### src/rtl/bayer_mosaic_tx.sv
// Raw Bayer video source: buffers RGB pixels in a 4-deep FIFO and emits one
// colour sample per pixel under self-generated vsync/hsync/den frame timing.
module bayer_mosaic_tx #(
  parameter int         H_ACTIVE      = 512,
  parameter int         H_BLANK       = 16,
  parameter int         V_ACTIVE      = 512,
  parameter int         V_BLANK       = 4,
  parameter logic [1:0] BAYER_PATTERN = 2'd0
) (
  input  logic       clk,
  input  logic       reset,
  input  logic       enable,
  input  logic       in_valid,
  output logic       in_ready,
  input  logic [7:0] in_R,
  input  logic [7:0] in_G,
  input  logic [7:0] in_B,
  output logic       out_vsync,
  output logic       out_hsync,
  output logic       out_den,
  output logic [7:0] out_raw,
  output logic       frame_done,
  output logic       underrun
);

  localparam logic [11:0] H_ACT  = 12'(H_ACTIVE);
  localparam logic [11:0] V_ACT  = 12'(V_ACTIVE);
  localparam logic [11:0] H_LAST = 12'(H_ACTIVE + H_BLANK - 1);
  localparam logic [11:0] V_LAST = 12'(V_ACTIVE + V_BLANK - 1);

  typedef enum logic [1:0] {IDLE, ACTIVE, VBLANK} state_t;

  state_t      state;
  logic [11:0] h_cnt;
  logic [11:0] v_cnt;

  logic [23:0] mem [4];
  logic [1:0]  wr_ptr;
  logic [1:0]  rd_ptr;
  logic [2:0]  count;
  logic [2:0]  count_next;

  logic        pix_due;
  logic        fifo_empty;
  logic        wr_en;
  logic        rd_en;
  logic [23:0] head;
  logic [1:0]  phase;
  logic [7:0]  sample;

  always_comb begin
    pix_due    = (state == ACTIVE) && (h_cnt < H_ACT);
    fifo_empty = (count == 3'd0);
    wr_en      = in_valid && in_ready;
    // An empty FIFO never pops, so a same-cycle write lands and the pixel is lost.
    rd_en      = pix_due && !fifo_empty;
    count_next = count + {2'b00, wr_en} - {2'b00, rd_en};
    head       = mem[rd_ptr];
    phase      = {v_cnt[0] ^ BAYER_PATTERN[1], h_cnt[0] ^ BAYER_PATTERN[0]};
    case (phase)
      2'b00:   sample = head[23:16];
      2'b11:   sample = head[7:0];
      default: sample = head[15:8];
    endcase
  end

  always_ff @(posedge clk) begin
    if (wr_en) mem[wr_ptr] <= {in_R, in_G, in_B};
  end

  always_ff @(posedge clk or posedge reset) begin
    if (reset) begin
      wr_ptr   <= 2'd0;
      rd_ptr   <= 2'd0;
      count    <= 3'd0;
      in_ready <= 1'b0;
    end else begin
      if (wr_en) wr_ptr <= wr_ptr + 2'd1;
      if (rd_en) rd_ptr <= rd_ptr + 2'd1;
      count    <= count_next;
      in_ready <= (count_next != 3'd4);
    end
  end

  // Frame FSM; every output is registered one cycle behind the counters.
  always_ff @(posedge clk or posedge reset) begin
    if (reset) begin
      state      <= IDLE;
      h_cnt      <= 12'd0;
      v_cnt      <= 12'd0;
      out_vsync  <= 1'b0;
      out_hsync  <= 1'b0;
      out_den    <= 1'b0;
      out_raw    <= 8'h00;
      frame_done <= 1'b0;
      underrun   <= 1'b0;
    end else begin
      out_vsync  <= (state == ACTIVE);
      out_hsync  <= pix_due;
      out_den    <= pix_due;
      out_raw    <= rd_en ? sample : 8'h00;
      frame_done <= pix_due && (h_cnt == H_ACT - 12'd1) && (v_cnt == V_ACT - 12'd1);
      if (pix_due && fifo_empty) underrun <= 1'b1;

      case (state)
        IDLE: begin
          h_cnt <= 12'd0;
          v_cnt <= 12'd0;
          if (enable) state <= ACTIVE;
        end
        default: begin
          if (h_cnt == H_LAST) begin
            h_cnt <= 12'd0;
            if (v_cnt == V_LAST) begin
              // enable is only consulted at the frame boundary
              v_cnt <= 12'd0;
              state <= enable ? ACTIVE : IDLE;
            end else begin
              v_cnt <= v_cnt + 12'd1;
              if (v_cnt == V_ACT - 12'd1) state <= VBLANK;
            end
          end else begin
            h_cnt <= h_cnt + 12'd1;
          end
        end
      endcase
    end
  end

endmodule

### config.mk
export PLATFORM = sky130hd
export DESIGN_NAME = bayer_mosaic_tx
export DESIGN_NICKNAME = d
export VERILOG_FILES = /design/src/rtl/bayer_mosaic_tx.sv
export SDC_FILE = /design/constraint.sdc
export NUM_CORES = 1
export LEC_CHECK = 0
export ABC_AREA = 1
export CAP_MARGIN = 30
export CORE_ASPECT_RATIO = 0.8
export CORE_MARGIN = 1.5
export CORE_UTILIZATION = 60
export DETAILED_ROUTE_END_ITERATION = 10
export MAX_ROUTING_LAYER = met4
export PLACE_DENSITY = 0.81
export SLEW_MARGIN = 20
export SYNTH_ARGS = -nofsm -noshare
export SYNTH_HDL_FRONTEND = slang
export SYNTH_SLANG_ARGS = --single-unit
### constraint.sdc
create_clock -name clk -period 5.5 [get_ports clk]
set_input_delay 1.65 -clock clk [delete_from_list [all_inputs] [get_ports clk]]
set_output_delay 1.65 -clock clk [all_outputs]
set_load 0.01 [all_outputs]
* Yosys cells after proc, flatten, opt, wreduce, memory -nomap -nowiden
Memory sizes are Yosys's and may differ from the RTL's.
Cells that the tools add are included.
** Storage, ports and cells
- Bits in writable memories :: 96
- Bits in registers :: 46
- Output and inout port bits :: 14
- Input bits :: 28
- Memories kept :: 1
- Logic and storage cells :: 56
** Memories
- mem :: depth 4, bits a word 24, read ports 1, clocked after Yosys merged registers in 0, write ports 1, line 37 : logic [23:0] mem [4];
** Operators by class
- Add/subtract/negate cells :: 6
- Equal/unequal tests :: 8
- Mux-type cells :: 15
- Reduce and logical (&&, ||, !) cells :: 13
- Magnitude comparators :: 1
** Operators with widths (count)
- 12-bit 2-to-1 mux :: 5
- 12-bit by 1-bit adder with 12-bit output, second input constant :: 2
- 12-bit by 10-bit == test with 1-bit output, second input constant :: 2
- 12-bit by 9-bit == test with 1-bit output, second input constant :: 2
- 8-bit case mux with 2 select lines :: 1
- 12-bit by 10-bit < comparator with 1-bit output, second input constant :: 1
- 2-bit 2-to-1 mux :: 5
- 8-bit 2-to-1 mux :: 1
- 1-bit logical AND :: 6
- 2-bit by 1-bit adder with 2-bit output, second input constant :: 2
- 2-bit logical NOT :: 2
- 3-bit by 1-bit adder with 3-bit output :: 1
- 3-bit logical NOT :: 1
- 1-bit 2-to-1 mux :: 3
- 3-bit != test, second input constant :: 1
- 3-bit AND reduction :: 1
- 3-bit nonzero test :: 1
- 3-bit by 1-bit subtractor with 3-bit output :: 1
- 2-bit by 1-bit == test with 1-bit output, second input constant :: 1
- 2-bit == test, second input constant :: 1
- 2-bit != test, second input constant :: 1
- 2-bit nonzero test :: 1
- 1-bit logical NOT :: 1

* Longest topological paths before layout
Gate-level depths: netlist (run 1).
- Depth in word-level cells :: 5
- Gate-level depth with buffers :: 12
- Mapped depth without buffers :: 12

* Worst setup path after synthesis (run 1)
No wires, ideal clock.
- Path kind :: input -> register
- Start point :: input port in_valid
- End point :: memory mem[0][0] (enable)
- Data required time :: 5.095 ns
- Path buffers :: 0
- Stages :: 2
- Setup slack :: 2.239 ns
- Arrival :: 2.856 ns
- Cell sequence :: nand2_1 nor2_1
** Between the ends
- Word-level cells in the longest chain between the ends :: 3
** RTL lines
- start, declared :: line 13 : input logic in_valid,
- 1-bit logical AND :: line 54 : wr_en = in_valid && in_ready;
- 1-bit 2-to-1 mux :: line 68 : if (wr_en) mem[wr_ptr] <= {in_R, in_G, in_B};
- 1-bit 2-to-1 mux (not written as such) :: line 68
- end, declared :: line 37
Every way passes these cells.

* Final worst setup path (run 1)
- Start point :: input port in_valid
- End point :: register in_ready
** Between the ends
- Word-level cells in the longest chain between the ends :: 4
** RTL lines
- 1-bit logical AND :: line 54
- 3-bit by 1-bit adder with 3-bit output :: line 57 : count_next = count + {2'b00, wr_en} - {2'b00, rd_en};
- 3-bit by 1-bit subtractor with 3-bit output :: line 57
- named net count_next[2] :: line 41 : logic [2:0] count_next;
- 3-bit != test :: line 81 : in_ready <= (count_next != 3'd4);
- end signal, assigned :: line 81
- end, declared :: line 14 : output logic in_ready,
The timed path passes the listed nets, and every way through them passes these cells.
A chain may end at the register's enable or synchronous reset.

==> impl_metrics.json, run 1 <==
{
  "status": "finished, final reports clean",
  "critPathSlowestCell": "clkdlybuf4s50_1",
  "ys_seq_area_share_pct": 65.0,
  "first_pass_iters": 4,
  "ant_nets": 0,
  "postSynthCellCount": 584,
  "grt_max_degree": 52,
  "synth-seq-cells": 142,
  "crit_start": "in_valid",
  "worst_hold_path_type": "register to register",
  "crit_path_end_kind": "register",
  "hold_viol": 0,
  "io_pins": 42,
  "power.leakage_nw": 2.93,
  "min_from": "underrun",
  "path_class": "input port to register",
  "hold_depth": 1,
  "crit_required_ns": 5.79,
  "post_cts_resized": 0,
  "drt-total-wl_mm": 13.1,
  "grt_usage_pct": 27.0,
  "stdcell_area_um2": 7270,
  "powerDensity_nw_per_um2": 523,
  "yosys_warnings": 0,
  "arrival_ns": 3.80,
  "min_period_over_period_pct": 64.0,
  "vias_per_cell": 5.62,
  "clk_path_buf_depth": 2,
  "use_met3_pct": 6.65,
  "die_h_um": 94.0,
  "crit_chain": "clkdlybuf4s50_1, nand2_1, ha_1, inv_1, ha_1, inv_1, fa_1, xnor2_1, xnor2_1, nand2_1",
  "cp_max_fo": 8,
  "final_nets": 666,
  "setup_violations": 0,
  "top_usage_layer": "met2",
  "wl_per_cell_um": 16.9,
  "layout-drive-gt1-share_pct": 10.0,
  "core-area_um2": 9850,
  "layout_commonest_cell": "nand2_1",
  "start_util_pct": 63.0,
  "totalNegativeSetupSlack_ns": 0,
  "drc": 0,
  "row_count": 32,
  "fin_skew_ns": 0.00856,
  "post_cts_buffers": 0,
  "cts.htree.levels": 4,
  "rr_worst_depth": 10,
  "grt_pass1_wl_mm": 21.1,
  "hold_ws_ns": 0.473,
  "grt_use_met2_pct": 40.6,
  "start_kind": "input port",
  "max_stage_delay_ns": 0.45,
  "grt_overflow": 0,
  "drt-initial-drc-count": 435,
  "seqPwrFrac_pct": 39.1,
  "placed_area_um2": 6720,
  "timing.fmax_ghz": 0.284,
  "fp.dieArea_um2": 11000,
  "cts.reportedPaths.clkPinSlew_ns": 0.05,
  "switching_share_pct": 35.6,
  "syn2layout_area_growth_pct": 17.1,
  "antenna_found_initial": 0,
  "ir_drop_mv": 0.376,
  "numCtsBuffers": 17,
  "report.final.slew_viol_count": 0,
  "antennaDiodeCount": 0,
  "clock_latency_ns": 0.42,
  "reg2reg_from": "count[1]",
  "cts-root-buf": "clkbuf_16",
  "min_period_ns": 3.52,
  "rsz0062_at_grt": "no",
  "ys_types": 34,
  "use_met1_pct": 36.1,
  "portBuffers": 41,
  "syn_area_um2": 6210,
  "grt_pass1_vias": 4298,
  "internal_power_w": 0.00245,
  "comb_power_share_pct": 32.8,
  "die_width_um": 117,
  "max_cap_viol_count": 0,
  "clkSinkCount": 142,
  "hpwlAfterDp_mm": 8.13,
  "routabilityCongestion": 0.853,
  "syn-num-nets": 623,
  "cts_tree": "yes",
  "clkPwrFrac_pct": 28.1,
  "slew-limit-headroom_pct": 47.2,
  "final_cell_mix": "nand2_1, edfxtp_1, nand3_1",
  "tightest_slew_ns": 0.791,
  "routed-via-count": 4353,
  "switchingPower_w": 0.00136,
  "syn_area_per_cell_um2": 10.6,
  "hold_buffers": 0
}
[power groups by stage]
stage               combinational [W]  sequential [W]  clock (W)
finish                        0.00125         0.00149    0.00107
global placement              0.00112         0.00151          0
global route                  0.00139         0.00150    0.00113
detailed placement            0.00123         0.00150          0
floorplan                    0.000925         0.00148          0
CTS                           0.00124         0.00148    0.00108
[worst paths after layout]
check,to,slack [ns]
worst max register to register,in_ready,3.01
worst max-delay path,in_ready,1.98
min in group asynchronous,count[1],1.65
max in group asynchronous,out_raw[1],3.31
worst min register to register,underrun,0.47
worst min-delay path,underrun,0.47
[kinds of logic (layout without fill, tap and decap cells)]
logic type,Yosys count,count (layout),synth area share (%)
AOI/OAI and AO/OA,59,59,4.86
xor gates and xnor gates,7,7,0.988
adders and majority gates,11,11,2.34
buffers and inverters,72,127,5.62
DFF,142,142,65.0
and+or+nand+nor,293,293,21.2
[flip-flops by register name, summed over array words and instances (netlist names), 2 cells and up]
register	flops
mem	96
state	2
wr_ptr	2
rd_ptr	2
h_cnt	12
count	3
v_cnt	12
out_raw	8
[metrics by stage]
step                      std cells  worst slack (ns)  power [W]  utilization (%)
final                           775              1.98    0.00380             73.8
after global routing            775              1.93    0.00401             73.8
after CTS                       775              2.02    0.00380             73.8
after detailed placement        744              1.58    0.00273             68.3
after global placement          742              1.75    0.00263             67.7
after floorplan                 584              2.24    0.00240                -
[synthesized netlist by cell type]
library cell | n | area (µm²)
nand4_1 | 8 | 50.1
buf_1 | 1 | 3.75
nor4_1 | 1 | 6.26
fa_1 | 1 | 20.0
dfrtp_1 | 46 | 1150
ha_1 | 10 | 125
o21ai_0 | 30 | 150
inv_1 | 41 | 154
nor2_2 | 8 | 50.1
o21ai_1 | 6 | 30.0
nand2_2 | 1 | 6.26
a21oi_1 | 21 | 105
nand3_1 | 65 | 325
nor3_1 | 6 | 30.0
a21o_1 | 1 | 7.51
buf_6 | 3 | 33.8
nand2_4 | 1 | 11.3
xnor2_1 | 2 | 17.5
buf_4 | 4 | 30.0
inv_2 | 6 | 22.5
nand2_1 | 134 | 503
buf_8 | 2 | 30.0
buf_2 | 13 | 65.1
inv_4 | 1 | 6.26
nand4_2 | 1 | 12.5
nor2_4 | 4 | 45.0
xor2_1 | 5 | 43.8
o21ai_2 | 1 | 8.76
nand4_4 | 1 | 21.3
clkbuf_1 | 1 | 3.75
nor2_1 | 60 | 225
edfxtp_1 | 96 | 2880
nand3_2 | 2 | 20.0
nor3_2 | 1 | 10.0
[cell type report]
type,count,area [µm²]
Timing Repair Buffer,48,503
Inverter,48,183
Fill cell,646,2580
Clock buffer,20,447
Multi-Input combinational cell,370,1830
Clock inverter,11,100
Tap cell,136,170
Sequential cell,142,4030
[worst max-delay path: cells and delay by family]
family	cells	cell delay, ns
buffers and inverters	3	0.56
AND/OR/NAND/NOR	2	0.32
XOR/XNOR	2	0.38
adder cells (fa/ha/maj)	3	0.89
[layer usage]
| metal | vias to the layer above | routed length, µm |
|---|---|---|
| li1 | 2053 | - |
| met1 | 2090 | 5560 |
| met2 | 186 | 6260 |
| met3 | 24 | 1070 |
| met4 | 0 | 220 |
| met5 | - | 0 |
Note: power is estimated with default switching activity, not from simulation.
==> run 2: changes to the inputs <==
- CORE_UTILIZATION: 60 -> 59
- PLACE_DENSITY: 0.81 -> 0.8
- clock period: 5.5 -> 3.55 ns (I/O delays scaled with it)
==> run 2 against run 1 <==
Clock skew is essentially flat. Setup slack got worse by 1.1 ns. Clock power grew 80%. Global-route usage decreased by 2.0 points. Power rose by 61%. Sequential share of layout area down 0.77 points. Sequential power up 53%. First-iteration DRC count down 7.4%. Routed wire length fell by 2.4%. Final cell count is 0.90% higher. Core utilization decreased by 1.8 points. Critical path type unchanged.
==> impl_metrics.json, run 2 (same netlist as run 1, synthesis figures left out) <==
{
  "status": "finished, final reports clean",
  "max_cap_viol_count": 0,
  "final_cell_mix": "nand2_1, edfxtp_1, nand3_1",
  "routabilityCongestion": 0.860,
  "first_pass_iters": 5,
  "start_util_pct": 60.6,
  "clk_path_buf_depth": 2,
  "antenna_found_initial": 0,
  "fin_skew_ns": 0.00881,
  "rsz0062_at_grt": "no",
  "clkSinkCount": 142,
  "antennaDiodeCount": 0,
  "tightest_slew_ns": 0.791,
  "post_cts_buffers": 0,
  "largest_reg_flops": 96,
  "cts.reportedPaths.clkPinSlew_ns": 0.06,
  "grt_max_degree": 51,
  "hold_ws_ns": 0.471,
  "hold_end": "underrun",
  "hold_viol": 0,
  "max_stage_delay_ns": 0.45,
  "min_period_ns": 2.66,
  "crit_required_ns": 3.84,
  "grt_usage_pct": 25.0,
  "setup_violations": 0,
  "drt-total-wl_mm": 12.8,
  "hold_buffers": 0,
  "row_count": 33,
  "cp_max_fo": 2,
  "totalNegativeSetupSlack_ns": 0,
  "drc": 0,
  "vias_per_cell": 5.55,
  "portBuffers": 41,
  "power.leakage_nw": 2.97,
  "regMostFlops": "mem",
  "critPathSlowestCell": "clkdlybuf4s50_1",
  "powerDensity_nw_per_um2": 833,
  "fp.dieArea_um2": 11100,
  "report.final.slew_viol_count": 0,
  "cts_tree": "yes",
  "routed-via-count": 4340,
  "top_regs": "mem: 96 flops, h_cnt: 12 flops, v_cnt: 12 flops",
  "core-area_um2": 10200,
  "worst_hold_path_type": "register to register",
  "grt_pass1_wl_mm": 20.3,
  "crit_path_end_kind": "register",
  "cts-root-buf": "clkbuf_16",
  "fin_ws_ns": 0.886,
  "hold_depth": 1,
  "clock_latency_ns": 0.42,
  "min_period_over_period_pct": 75.0,
  "ant_nets": 0,
  "final_nets": 668,
  "arrival_ns": 2.96,
  "io_pins": 42,
  "slew-limit-headroom_pct": 47.2,
  "wl_per_cell_um": 16.4,
  "post_cts_resized": 0,
  "hpwlAfterDp_mm": 8.13,
  "wl_met1_mm": 5.52,
  "routed-wl-met2_mm": 6.16,
  "dr.max_layer_used": "met4",
  "rrSetupSlack_ns": 1.13,
  "crit_chain": "clkdlybuf4s50_1, nand2_1, ha_1, inv_1, ha_1, inv_1, fa_1, xnor2_1, xnor2_1, nand2_1",
  "min_from": "underrun",
  "path_class": "input port to register",
  "layout-drive-gt1-share_pct": 11.1,
  "reg2reg_from": "count[1]",
  "die_width_um": 118,
  "cts.htree.levels": 4,
  "numCtsBuffers": 17,
  "die_h_um": 94.7,
  "place_ws_ns": 0.426,
  "rr_worst_depth": 10,
  "r2r_end": "in_ready",
  "timing.fmax_ghz": 0.375,
  "grt_pass1_vias": 4096,
  "ir_drop_mv": 0.491,
  "drt-initial-drc-count": 403,
  "met3_length_um": 960,
  "start_kind": "input port",
  "syn2layout_area_growth_pct": 18.8,
  "grt_overflow": 0,
  "layout_commonest_cell": "nand2_1",
  "nFillCells": 705
}
==> run 2: layout make-up <==
class	count	area, µm²	area share, %
Multi-Input combinational cell	370	1830	24.9
Sequential cell	142	4030	54.7
Inverter	48	183	2.48
Tap cell	140	175	2.38
Clock inverter	14	215	2.92
Timing Repair Buffer	50	503	6.82
Clock buffer	18	429	5.82
==> run 2: worst max-delay path by stage <==
stage | start | end | slack [ns] | cells past startpoint
floorplan | in_valid | mem[0][0] | 0.87 | 2
global placement | in_valid | in_ready | 0.57 | 10
detailed placement | in_valid | in_ready | 0.43 | 10
CTS | in_valid | in_ready | 0.85 | 10
global route | in_valid | in_ready | 0.73 | 10
finish | in_valid | in_ready | 0.89 | 10
==> run 2: where the power goes <==
group	internal, W	leakage, nW	switching [W]	total [W]
sequential	0.00213	1.48	0.000155	0.00228
combinational	0.000623	1.17	0.00131	0.00193
clock	0.00125	0.312	0.000678	0.00193
==> run 2: critical path, delay by kind of cell <==
kind / cells / cell delay (ns)
fa+ha+maj: 3 / 0.81
buf+inv: 3 / 0.56
xor+xnor: 2 / 0.39
simple gates: 2 / 0.16
==> run 2: metrics by stage <==
stage / std cells / power [W] / utilization, % / cell area, µm²
after floorplan: 584 / 0.00372 / - / 6210
after global placement: 750 / 0.00413 / 65.7 / 6730
after detailed placement: 750 / 0.00422 / 65.7 / 6730
after CTS: 782 / 0.00615 / 72.0 / 7370
after global routing: 782 / 0.00648 / 72.0 / 7370
final: 782 / 0.00614 / 72.0 / 7370
==> run 2: layer usage <==
metal	vias to the layer above	track usage, %
met4	0	8.74
met2	161	38.8
met3	14	7.37
li1	2055	-
met1	2110	32.1
met5	-	-
